<file path="config.mk">
export PLATFORM = sky130hd
export DESIGN_NAME = secded_stream_decoder_flat
export DESIGN_NICKNAME = d
export VERILOG_FILES = /design/src/rtl/secded_pkg.sv /design/src/rtl/axi_stream.sv /design/src/rtl/secded_syndrome_stage.sv /design/src/rtl/secded_stream_decoder.sv /design/src/flat_wrapper.sv
export SDC_FILE = /design/constraint.sdc
export NUM_CORES = 1
export LEC_CHECK = 0
export ABC_CLOCK_PERIOD_IN_PS = 2350
export CAP_MARGIN = 20
export CORE_MARGIN = 5
export CORE_UTILIZATION = 50
export CTS_CLUSTER_DIAMETER = 60
export DETAILED_ROUTE_END_ITERATION = 7
export GPL_TIMING_DRIVEN = 0
export PLACE_DENSITY_LB_ADDON = 0.12
export SYNTH_ARGS = -nofsm -noshare
export SYNTH_HDL_FRONTEND = slang
export SYNTH_SLANG_ARGS = --single-unit
</file>
<file path="constraint.sdc">
create_clock -name clock -period 2.35 [get_ports clock]
set_input_delay 0.5875 -clock clock [delete_from_list [all_inputs] [get_ports clock]]
set_output_delay 0.5875 -clock clock [all_outputs]
set_load 0.05 [all_outputs]
</file>
<file path="src/rtl/secded_pkg.sv">
// Shared SECDED helpers: code geometry, position map and error classes.
// Imported by the syndrome stage and the stream decoder top.
package secded_pkg;

  typedef enum logic [1:0] {
    CLEAN         = 2'b00,
    CORRECTED     = 2'b01,
    UNCORRECTABLE = 2'b10
  } err_class_t;

  function automatic int parity_bits(input int dw);
    int r;
    r = 0;
    for (int i = 1; i < 31; i++)
      if (r == 0 && (1 << i) >= dw + i + 1) r = i;
    return r;
  endfunction

  function automatic int code_width(input int dw);
    return dw + parity_bits(dw) + 1;
  endfunction

  function automatic logic is_pow2(input int pos);
    return (pos != 0) && ((pos & (pos - 1)) == 0);
  endfunction

  // Codeword position of data bit j (non power-of-two slots, ascending).
  function automatic int data_pos(input int j);
    int cnt;
    int res;
    cnt = 0;
    res = 0;
    for (int pos = 1; pos < 1024; pos++) begin
      if (!is_pow2(pos)) begin
        if (cnt == j && res == 0) res = pos;
        cnt++;
      end
    end
    return res;
  endfunction

endpackage

</file>
<file path="src/rtl/axi_stream.sv">
// Minimal AXI-stream bundle with valid/ready handshake.
// Same width is used on both sides of the decoder.
interface axi_stream #(
  parameter int DATA_W = 39,
  parameter int DEST_W = 4,
  parameter int USER_W = 2
);
  logic              valid;
  logic              ready;
  logic [DATA_W-1:0] data;
  logic [DEST_W-1:0] dest;
  logic [USER_W-1:0] user;
  logic              tlast;

  modport master (
    output valid, data, dest, user, tlast,
    input  ready
  );

  modport slave (
    input  valid, data, dest, user, tlast,
    output ready
  );
endinterface

</file>
<file path="src/rtl/secded_syndrome_stage.sv">
// Stage 1: syndrome and overall parity of the incoming codeword,
// registered together with the beat sideband.
module secded_syndrome_stage
  import secded_pkg::*;
#(
  parameter int DATA_WIDTH = 32,
  parameter int DEST_W     = 4,
  localparam int PB        = parity_bits(DATA_WIDTH),
  localparam int CW        = code_width(DATA_WIDTH)
) (
  input  logic              clk_i,
  input  logic              rst_ni,
  input  logic              load_i,
  input  logic              valid_i,
  input  logic [CW-1:0]     cw_i,
  input  logic [DEST_W-1:0] dest_i,
  input  logic              tlast_i,
  input  logic              cen_i,
  output logic              valid_o,
  output logic [CW-1:0]     cw_o,
  output logic [PB-1:0]     syn_o,
  output logic              par_o,
  output logic [DEST_W-1:0] dest_o,
  output logic              tlast_o,
  output logic              cen_o
);

  logic              valid_q;
  logic [CW-1:0]     cw_q;
  logic [PB-1:0]     syn_q, syn_d;
  logic              par_q, par_d;
  logic [DEST_W-1:0] dest_q;
  logic              tlast_q;
  logic              cen_q;

  always_comb begin
    syn_d = '0;
    for (int i = 1; i < CW; i++)
      for (int k = 0; k < PB; k++)
        if (((i >> k) & 1) == 1) syn_d[k] = syn_d[k] ^ cw_i[i];
    par_d = ^cw_i;
  end

  always_ff @(posedge clk_i) begin
    if (!rst_ni) begin
      valid_q <= 1'b0;
      cw_q    <= '0;
      syn_q   <= '0;
      par_q   <= 1'b0;
      dest_q  <= '0;
      tlast_q <= 1'b0;
      cen_q   <= 1'b0;
    end else if (load_i) begin
      valid_q <= valid_i;
      if (valid_i) begin
        cw_q    <= cw_i;
        syn_q   <= syn_d;
        par_q   <= par_d;
        dest_q  <= dest_i;
        tlast_q <= tlast_i;
        cen_q   <= cen_i;
      end
    end
  end

  assign valid_o = valid_q;
  assign cw_o    = cw_q;
  assign syn_o   = syn_q;
  assign par_o   = par_q;
  assign dest_o  = dest_q;
  assign tlast_o = tlast_q;
  assign cen_o   = cen_q;

endmodule

</file>
<file path="src/rtl/secded_stream_decoder.sv">
// Two-stage SECDED stream decoder: syndrome, then correct/extract,
// with per-class saturating error counters.
module secded_stream_decoder
  import secded_pkg::*;
#(
  parameter int DATA_WIDTH    = 32,
  parameter int COUNTER_WIDTH = 16,
  parameter int DEST_W        = 4,
  localparam int PB           = parity_bits(DATA_WIDTH),
  localparam int CW           = code_width(DATA_WIDTH)
) (
  input  logic                     clock,
  input  logic                     reset,
  axi_stream.slave                 data_in,
  axi_stream.master                data_out,
  input  logic                     correct_en,
  input  logic                     clear_counters,
  output logic [COUNTER_WIDTH-1:0] corrected_count,
  output logic [COUNTER_WIDTH-1:0] uncorrectable_count
);

  logic              s1_valid, s1_par, s1_tlast, s1_cen;
  logic [CW-1:0]     s1_cw;
  logic [PB-1:0]     s1_syn;
  logic [DEST_W-1:0] s1_dest;
  logic              s1_load, s1_leaving, s2_load, out_hs;

  logic                  out_valid_q, out_tlast_q;
  logic [DATA_WIDTH-1:0] out_data_q;
  err_class_t            out_user_q;
  logic [DEST_W-1:0]     out_dest_q;

  err_class_t            cls_d;
  logic [CW-1:0]         fixed_cw;
  logic [DATA_WIDTH-1:0] word_d;

  logic [COUNTER_WIDTH-1:0] corr_q, unc_q;
  logic                     unused_bits;

  assign s2_load    = !out_valid_q || data_out.ready;
  assign s1_leaving = s1_valid && s2_load;
  assign s1_load    = !s1_valid || s1_leaving;
  assign out_hs     = out_valid_q && data_out.ready;

  assign data_in.ready = reset && s1_load;

  secded_syndrome_stage #(
    .DATA_WIDTH (DATA_WIDTH),
    .DEST_W     (DEST_W)
  ) u_syn (
    .clk_i   (clock),
    .rst_ni  (reset),
    .load_i  (s1_load),
    .valid_i (data_in.valid),
    .cw_i    (data_in.data),
    .dest_i  (data_in.dest),
    .tlast_i (data_in.tlast),
    .cen_i   (correct_en),
    .valid_o (s1_valid),
    .cw_o    (s1_cw),
    .syn_o   (s1_syn),
    .par_o   (s1_par),
    .dest_o  (s1_dest),
    .tlast_o (s1_tlast),
    .cen_o   (s1_cen)
  );

  // Odd parity with a syndrome outside the code is a multi-bit error.
  always_comb begin
    cls_d    = CLEAN;
    fixed_cw = s1_cw;
    if (s1_syn == '0) begin
      if (s1_par) cls_d = CORRECTED;
    end else if (!s1_par || s1_syn > PB'(CW - 1)) begin
      cls_d = UNCORRECTABLE;
    end else begin
      cls_d = CORRECTED;
      if (s1_cen) fixed_cw = s1_cw ^ (CW'(1) << s1_syn);
    end
  end

  for (genvar j = 0; j < DATA_WIDTH; j++) begin : g_ext
    localparam int P = data_pos(j);
    assign word_d[j] = fixed_cw[P];
  end

  assign unused_bits = ^{data_in.user, fixed_cw};

  always_ff @(posedge clock) begin
    if (!reset) begin
      out_valid_q <= 1'b0;
      out_data_q  <= '0;
      out_user_q  <= CLEAN;
      out_dest_q  <= '0;
      out_tlast_q <= 1'b0;
    end else if (s2_load) begin
      out_valid_q <= s1_valid;
      if (s1_valid) begin
        out_data_q  <= word_d;
        out_user_q  <= cls_d;
        out_dest_q  <= s1_dest;
        out_tlast_q <= s1_tlast;
      end
    end
  end

  always_ff @(posedge clock) begin
    if (!reset || clear_counters) begin
      corr_q <= '0;
      unc_q  <= '0;
    end else if (out_hs) begin
      if (out_user_q == CORRECTED && !(&corr_q))
        corr_q <= corr_q + 1'b1;
      if (out_user_q == UNCORRECTABLE && !(&unc_q))
        unc_q <= unc_q + 1'b1;
    end
  end

  assign data_out.valid = out_valid_q;
  assign data_out.data  = {{(CW - DATA_WIDTH){1'b0}}, out_data_q};
  assign data_out.user  = out_user_q;
  assign data_out.dest  = out_dest_q;
  assign data_out.tlast = out_tlast_q;

  assign corrected_count     = corr_q;
  assign uncorrectable_count = unc_q;

endmodule

</file>
<file path="src/flat_wrapper.sv">
// flat-port wrapper written by rule: the top's interface ports become plain ports
module secded_stream_decoder_flat import secded_pkg::*;
#(
  parameter int DATA_WIDTH    = 32,
  parameter int COUNTER_WIDTH = 16,
  parameter int DEST_W        = 4,
  localparam int PB           = parity_bits(DATA_WIDTH),
  localparam int CW           = code_width(DATA_WIDTH)
)
  (clock, reset, correct_en, clear_counters, corrected_count, uncorrectable_count, data_in_valid, data_in_data, data_in_dest, data_in_user, data_in_tlast, data_in_ready, data_out_valid, data_out_data, data_out_dest, data_out_user, data_out_tlast, data_out_ready);
  axi_stream #(.DATA_W((39)), .DEST_W(DEST_W), .USER_W(2)) data_in_i ();
  axi_stream #(.DATA_W((39)), .DEST_W(DEST_W), .USER_W(2)) data_out_i ();
  input  logic clock;
  input  logic reset;
  input  logic correct_en;
  input  logic clear_counters;
  output logic [COUNTER_WIDTH-1:0] corrected_count;
  output logic [COUNTER_WIDTH-1:0] uncorrectable_count;
  input wire logic [$bits(data_in_i.valid)-1:0] data_in_valid;
  input wire logic [$bits(data_in_i.data)-1:0] data_in_data;
  input wire logic [$bits(data_in_i.dest)-1:0] data_in_dest;
  input wire logic [$bits(data_in_i.user)-1:0] data_in_user;
  input wire logic [$bits(data_in_i.tlast)-1:0] data_in_tlast;
  output wire logic [$bits(data_in_i.ready)-1:0] data_in_ready;
  output wire logic [$bits(data_out_i.valid)-1:0] data_out_valid;
  output wire logic [$bits(data_out_i.data)-1:0] data_out_data;
  output wire logic [$bits(data_out_i.dest)-1:0] data_out_dest;
  output wire logic [$bits(data_out_i.user)-1:0] data_out_user;
  output wire logic [$bits(data_out_i.tlast)-1:0] data_out_tlast;
  input wire logic [$bits(data_out_i.ready)-1:0] data_out_ready;
  assign data_in_i.valid = data_in_valid;
  assign data_in_i.data = data_in_data;
  assign data_in_i.dest = data_in_dest;
  assign data_in_i.user = data_in_user;
  assign data_in_i.tlast = data_in_tlast;
  assign data_in_ready = data_in_i.ready;
  assign data_out_valid = data_out_i.valid;
  assign data_out_data = data_out_i.data;
  assign data_out_dest = data_out_i.dest;
  assign data_out_user = data_out_i.user;
  assign data_out_tlast = data_out_i.tlast;
  assign data_out_i.ready = data_out_ready;
  secded_stream_decoder #(.DATA_WIDTH(DATA_WIDTH), .COUNTER_WIDTH(COUNTER_WIDTH), .DEST_W(DEST_W)) u_core (.clock(clock), .reset(reset), .data_in(data_in_i), .data_out(data_out_i), .correct_en(correct_en), .clear_counters(clear_counters), .corrected_count(corrected_count), .uncorrectable_count(uncorrectable_count));
endmodule
</file>
==> results of run 1 <==
## metal layers
metal  wire, um  part of all wire [%]
met3        826                   5.5
met2       7380                    49
met1       6630                    44
met4        265                   1.8
met5          0                     0
## stage by stage
step,cells,util (%),worst slack (ns),setup TNS [ns]
after floorplan,691,-,0.164,0
final,988,68.7,0.0730,0
after global routing,988,68.7,-0.00380,-0.00739
after CTS,988,68.6,0.0263,0
after detailed placement,956,63.0,-1.26,-12.72
after global placement,956,63.0,-1.23,-9.74
## worst paths after layout
kind,from,endpoint,cells after the start
worst min-delay path,u_core.u_syn.dest_o[2],u_core.data_out.dest[2],2
worst max register to register,u_core.corrected_count[0],u_core.corrected_count[4],8
worst min register to register,u_core.u_syn.dest_o[2],u_core.data_out.dest[2],2
worst max-delay path,u_core.corrected_count[7],corrected_count[7],1
## cell families after synthesis
family	count (synthesis)
and+or+nand+nor	295
adders and majority gates	2
muxes	2
buffers and inverters	48
DFF	118
other	1
xor gates and xnor gates	106
AOI/OAI and AO/OA	113
## layout make-up
| class | count | area (sq um) |
|---|---|---|
| Tap cell | 143 | 179 |
| Inverter | 4 | 18.8 |
| Multi-Input combinational cell | 525 | 3180 |
| Buffer | 43 | 191 |
| Fill cell | 926 | 3550 |
| Sequential cell | 118 | 2360 |
| Clock buffer | 18 | 439 |
| Timing Repair Buffer | 123 | 1230 |
| Clock inverter | 14 | 178 |
## what timing repair did
action / in CTS / in global routing
setup buffers: 1 / 0
setup endpoints to repair: 2 / 3
resized for setup: 10 / 5
## cell usage in the layout, fill, tap and decap left out, types with 6 or more instances in the layout
cell type	netlist	routed
a211oi_1	21	21
a21oi_1	54	53
a311oi_1	15	15
and4_1	6	6
buf_4	7	8
clkbuf_1	33	32
clkbuf_16	0	17
clkdlybuf4s50_1	0	118
conb_1	1	7
dfxtp_1	118	118
nand2_1	130	130
nand3_1	14	14
nand4_1	9	9
nor2_1	77	77
nor3_1	9	9
o21ai_0	16	16
or3_1	17	17
xnor2_1	57	57
xor2_1	41	41
## power groups by stage
stage / clock (uW) / sequential [uW] / combinational [uW]
after global routing: 2770 / 2230 / 1340
after global placement: 0 / 2250 / 1210
after detailed placement: 0 / 2260 / 1230
after floorplan: 0 / 2380 / 723
after CTS: 2670 / 2220 / 1240
final: 2640 / 2220 / 1240
## state kept, by name (all words and copies together), names as in the netlist, 2 cells and up
name / count
u_core.data_out.dest: 4
u_core.u_syn.cw_o: 32
u_core.out_data_q: 32
u_core.u_syn.dest_o: 4
u_core.data_out.user: 2
u_core.corrected_count: 16
u_core.uncorrectable_count: 16
u_core.u_syn.syn_o: 6
==> flow_summary.yaml, run 1 <==
global_route:
  grt-ovfl-total: 0
  grt_max_degree: 17
  use_met2_pct: 38.6
  grt_pass1_wl_mm: 24.2
  grt_pass1_vias: 5002
  use_met3_pct: 4.73
  antenna_found_initial: 0
  top_usage_layer: "met2"
  grt_util_all_layers_pct: 22.7
  grt.met1_usage_pct: 28.9
logic_synthesis:
  synth_flop_cell: "dfxtp_1"
  synth_top_cell_area_share_pct: 41.4
  yosysTopAreaCell: "dfxtp_1"
  syn_area_per_cell_sq_um: 8.33
  synthTopCellsByArea: "dfxtp_1 (41%), xnor2_1 (8.7%), nand2_1 (8.5%)"
  synth_compound_area_share_pct: 12.1
  yosys-mux-area-fraction_pct: 0.351
  synth_seq_area_share_pct: 41.4
  synth.most_common_cell: "nand2_1"
  synth_top_family_by_area: "simple AND/OR/NAND/NOR gates"
  synth_commonest_cells: "nand2_1 (130), dfxtp_1 (118), nor2_1 (77), xnor2_1 (57), a21oi_1 (54)"
  synthesis.area_sq_um: 5710
  synth-async-reset-ratio_pct: 0
  synth_warnings: 0
  ys_ff_latch: 118
  synth.distinct_cells: 48
  synth_cells: 685
  synth-adder-area-share_pct: 0.438
  synth_edf_count: 0
  yosys.area_share.simple_pct: 24.0
  synth_xor_xnor_area_share_pct: 18.0
job:
  cap_violations: 0
die:
  row_count: 39
  die-area_sq_um: 13700
  io_pins: 132
  die_y_um: 117
  start_util_pct: 50.4
  core_sq_um: 11300
  fp.dieW_um: 117
pwr:
  p_clk_share_pct: 43.3
  p_sw_uw: 1730
  vdd_drop_max_mv: 0.522
  pwr-share-seq_pct: 36.4
  p_per_area_nw_per_um2: 784
  p_sw_share_pct: 28.5
  p_leak_uw: 0.00271
  combPwrFrac_pct: 20.3
  p_int_uw: 4360
  power_uw: 6100
worst_setup_path:
  path_buf_inv: 1
  path_class: "flop to primary output"
  rrSetupSlack_ns: 0.29
  slowest_delay_ns: 0.85
  cp-start-kind: "flop"
  cp-end-kind: "primary output"
  crit_arrival_ns: 1.69
  cp_max_fo: 6
  worstPathRequired_ns: 1.76
  critical_path.slowest_cell: "clkdlybuf4s50_1"
  path_delay_family: "buffers and inverters"
  crit_chain: "clkdlybuf4s50_1"
clock_tree:
  cts_buffer_depth: 2
  path_clk_slew_ns: 0.06
  cts_buffers: 17
  cts-root-buf: "clkbuf_16"
  clk_latency_ns: 0.41
  cts_sinks: 118
  ctsHtreeMaxLevel: 4
  cts_hold_buf: 0
  tritoncts: "done"
timing:
  max_freq_ghz: 0.439
  rsz0062_at_grt: "true"
  final_max_slew_viol_count: 0
  finalSetupViolCount: 0
  fin_crit_ns: 2.28
  tightestPinTransition_ns: 0.540
  fin_crit_sh_pct: 96.9
  fin_hold_ws_ns: 0.449
  max_slew_margin_pct: 63.5
  finalHoldViolCount: 0
  skew_ns: 0.00775
drt:
  num_vias: 5174
  vias_per_cell: 5.24
  drc: 0
  wirelength_mm: 15.1
  routedWlPerCell_um: 15.3
  final_antenna_net_count: 0
  dr.pass1.iters: 5
  drt_iter0_markers: 397
cells_and_area:
  nets: 886
  area_growth_pct: 36.1
  drive_gt1_share_pct: 6.75
  final_cell_area_sq_um: 7770
  num_antenna_cells: 0
outcome:
  status: "finished, final reports clean"
place:
  dpl-instance-area_sq_um: 7140
  place.gp.congestion: 0.884
  place.port_buffers: 122
  dp_hpwl_mm: 11.9
min_path:
  hp-class: "flop to flop"
(Power assumes the default switching activity.)
==> inputs of run 2 (changes only) <==
--- a/config.mk
+++ b/config.mk
@@ -8,9 +8,10 @@
 export ABC_CLOCK_PERIOD_IN_PS = 2350
 export CAP_MARGIN = 20
 export CORE_MARGIN = 5
-export CORE_UTILIZATION = 50
+export CORE_UTILIZATION = 60
 export CTS_CLUSTER_DIAMETER = 60
 export DETAILED_ROUTE_END_ITERATION = 7
+export DONT_BUFFER_PORTS = 1
 export GPL_TIMING_DRIVEN = 0
 export PLACE_DENSITY_LB_ADDON = 0.12
 export SYNTH_ARGS = -nofsm -noshare
==> run 2 against run 1 <==
  * Sequential share of layout area grew 5.8 points
  * Critical path type is now input port to primary output
  * Register-to-register slack lost 0.15 ns
  * Count of clock-buffer cells in the layout is the same
==> flow_summary.yaml, run 2 (synthesis gave the netlist of run 1 again) <==
cells_and_area:
  final_cell_area_sq_um: 6570
  final_util_pct: 71.0
  fillCellCount: 749
  nets: 764
  final_common_cell: "nand2_1"
  drive_gt1_share_pct: 8.58
  area_growth_pct: 15.0
  num_antenna_cells: 0
  layout_common_cells: "nand2_1 (130), dfxtp_1 (108), nor2_1 (77)"
drt:
  vias_per_cell: 5.65
  wirelength_mm: 14.3
  drt_iter0_markers: 231
  final_antenna_net_count: 0
  dr.pass1.iters: 6
  routedWlPerCell_um: 16.8
  num_vias: 4818
  drc: 0
timing:
  tightestPinTransition_ns: 0.653
  fin_crit_ns: 2.28
  max_freq_ghz: 0.438
  finalSetupViolCount: 0
  finalHoldViolCount: 0
  max_slew_margin_pct: 56.4
  skew_ns: 0.00706
  fin_setup_tns_ns: 0
  fin_crit_sh_pct: 97.1
  final_max_slew_viol_count: 0
  rsz0062_at_grt: "false"
worst_setup_path:
  cp-end-kind: "primary output"
  cp_max_fo: 10
  path_class: "input port to primary output"
  path_delay_family: "buffers and inverters"
  crit_arrival_ns: 1.69
  reg2reg_depth: 6
  slowest_delay_ns: 0.49
  cp_num_cells: 4
  path_buf_inv: 3
  worstPathRequired_ns: 1.76
  crit_chain: "inv_1 > clkbuf_1 > buf_2 > a21oi_2"
  critical_path.slowest_cell: "a21oi_2"
  cp-start-kind: "input port"
clock_tree:
  post_cts_buffers: 0
  cts_buffers: 17
  cts_sinks: 118
  cts_buffer_depth: 2
  cts-root-buf: "clkbuf_8"
  tritoncts: "done"
  cts_hold_buf: 0
  ctsHtreeMaxLevel: 4
  path_clk_slew_ns: 0.05
  clk_latency_ns: 0.52
min_path:
  hp-class: "input port to flop"
  worstHoldPathCells: 1
die:
  start_util_pct: 61.8
  die-area_sq_um: 11600
  die_y_um: 108
  core_sq_um: 9240
  io_pins: 132
  row_count: 35
  fp.dieW_um: 108
global_route:
  grt_pass1_wl_mm: 22.7
  antenna_found_initial: 0
  grt_max_degree: 17
  grt_pass1_vias: 4592
  grt-ovfl-total: 0
  grt_util_all_layers_pct: 25.0
place:
  dp_hpwl_mm: 11.0
  place.port_buffers: 0
  place.gp.congestion: 0.884
  dpl-instance-area_sq_um: 5900
pwr:
  vdd_drop_max_mv: 0.466
  p_per_area_nw_per_um2: 928
  p_leak_uw: 0.00228
job:
  cap_violations: 0
outcome:
  status: "finished, final reports clean"
run 2: path summary, 6_finish.rpt:
kind | start | slack (ns) | end
max reg2reg | u_core.uncorrectable_count[12] | 0.14 | u_core.uncorrectable_count[4]
min | reset | 0.20 | u_core.u_syn.syn_o[1]
min reg2reg | u_core.u_syn.dest_o[2] | 0.46 | u_core.data_out.dest[2]
max | reset | 0.07 | data_in_ready
run 2: per-layer routing:
layer  GRT usage, %  share of wire [%]
met1           28.8                 41
met5              0                  0
met4           9.29                2.2
met2           42.1                 47
met3           9.24                9.8
run 2: where the power goes:
part           switching, uW  internal (uW)
clock                    954           1870
sequential               269           2120
combinational            478            404
run 2: area by class of cell:
type | instances | area, sq um | share of cell area (%)
multi-input cells | 525 | 3170 | 48.2
flip-flops and latches | 118 | 2370 | 36.2
clock buffers | 18 | 428 | 6.52
clock inverters | 14 | 224 | 3.41
plain buffers | 44 | 195 | 2.97
well taps | 129 | 161 | 2.46
inverters | 4 | 15.0 | 0.229
run 2: what timing repair did:
item / 4_1_cts / 5_1_grt
gates resized for setup: 4 / 8
pin swaps: 0 / 0
endpoints found under the setup margin: 5 / 34
run 2: metrics by stage:
stage	setup slack, ns	hold WS, ns	instances	total power (uW)
after global routing	0.000133	0.184	852	6300
after CTS	0.0151	0.181	852	6100
after floorplan	0.164	0.432	691	3100
after detailed placement	-0.0627	0.449	820	3290
final	0.0683	0.197	852	6090
after global placement	-0.0591	0.437	820	3270
==> inputs of run 3 (changes only) <==
--- a/config.mk
+++ b/config.mk
@@ -6,7 +6,6 @@
 export NUM_CORES = 1
 export LEC_CHECK = 0
 export ABC_CLOCK_PERIOD_IN_PS = 2350
-export CAP_MARGIN = 20
 export CORE_MARGIN = 5
 export CORE_UTILIZATION = 60
 export CTS_CLUSTER_DIAMETER = 60
==> results of run 3 <==
The final DEF is identical to that of run 2; final timing and power are the same.
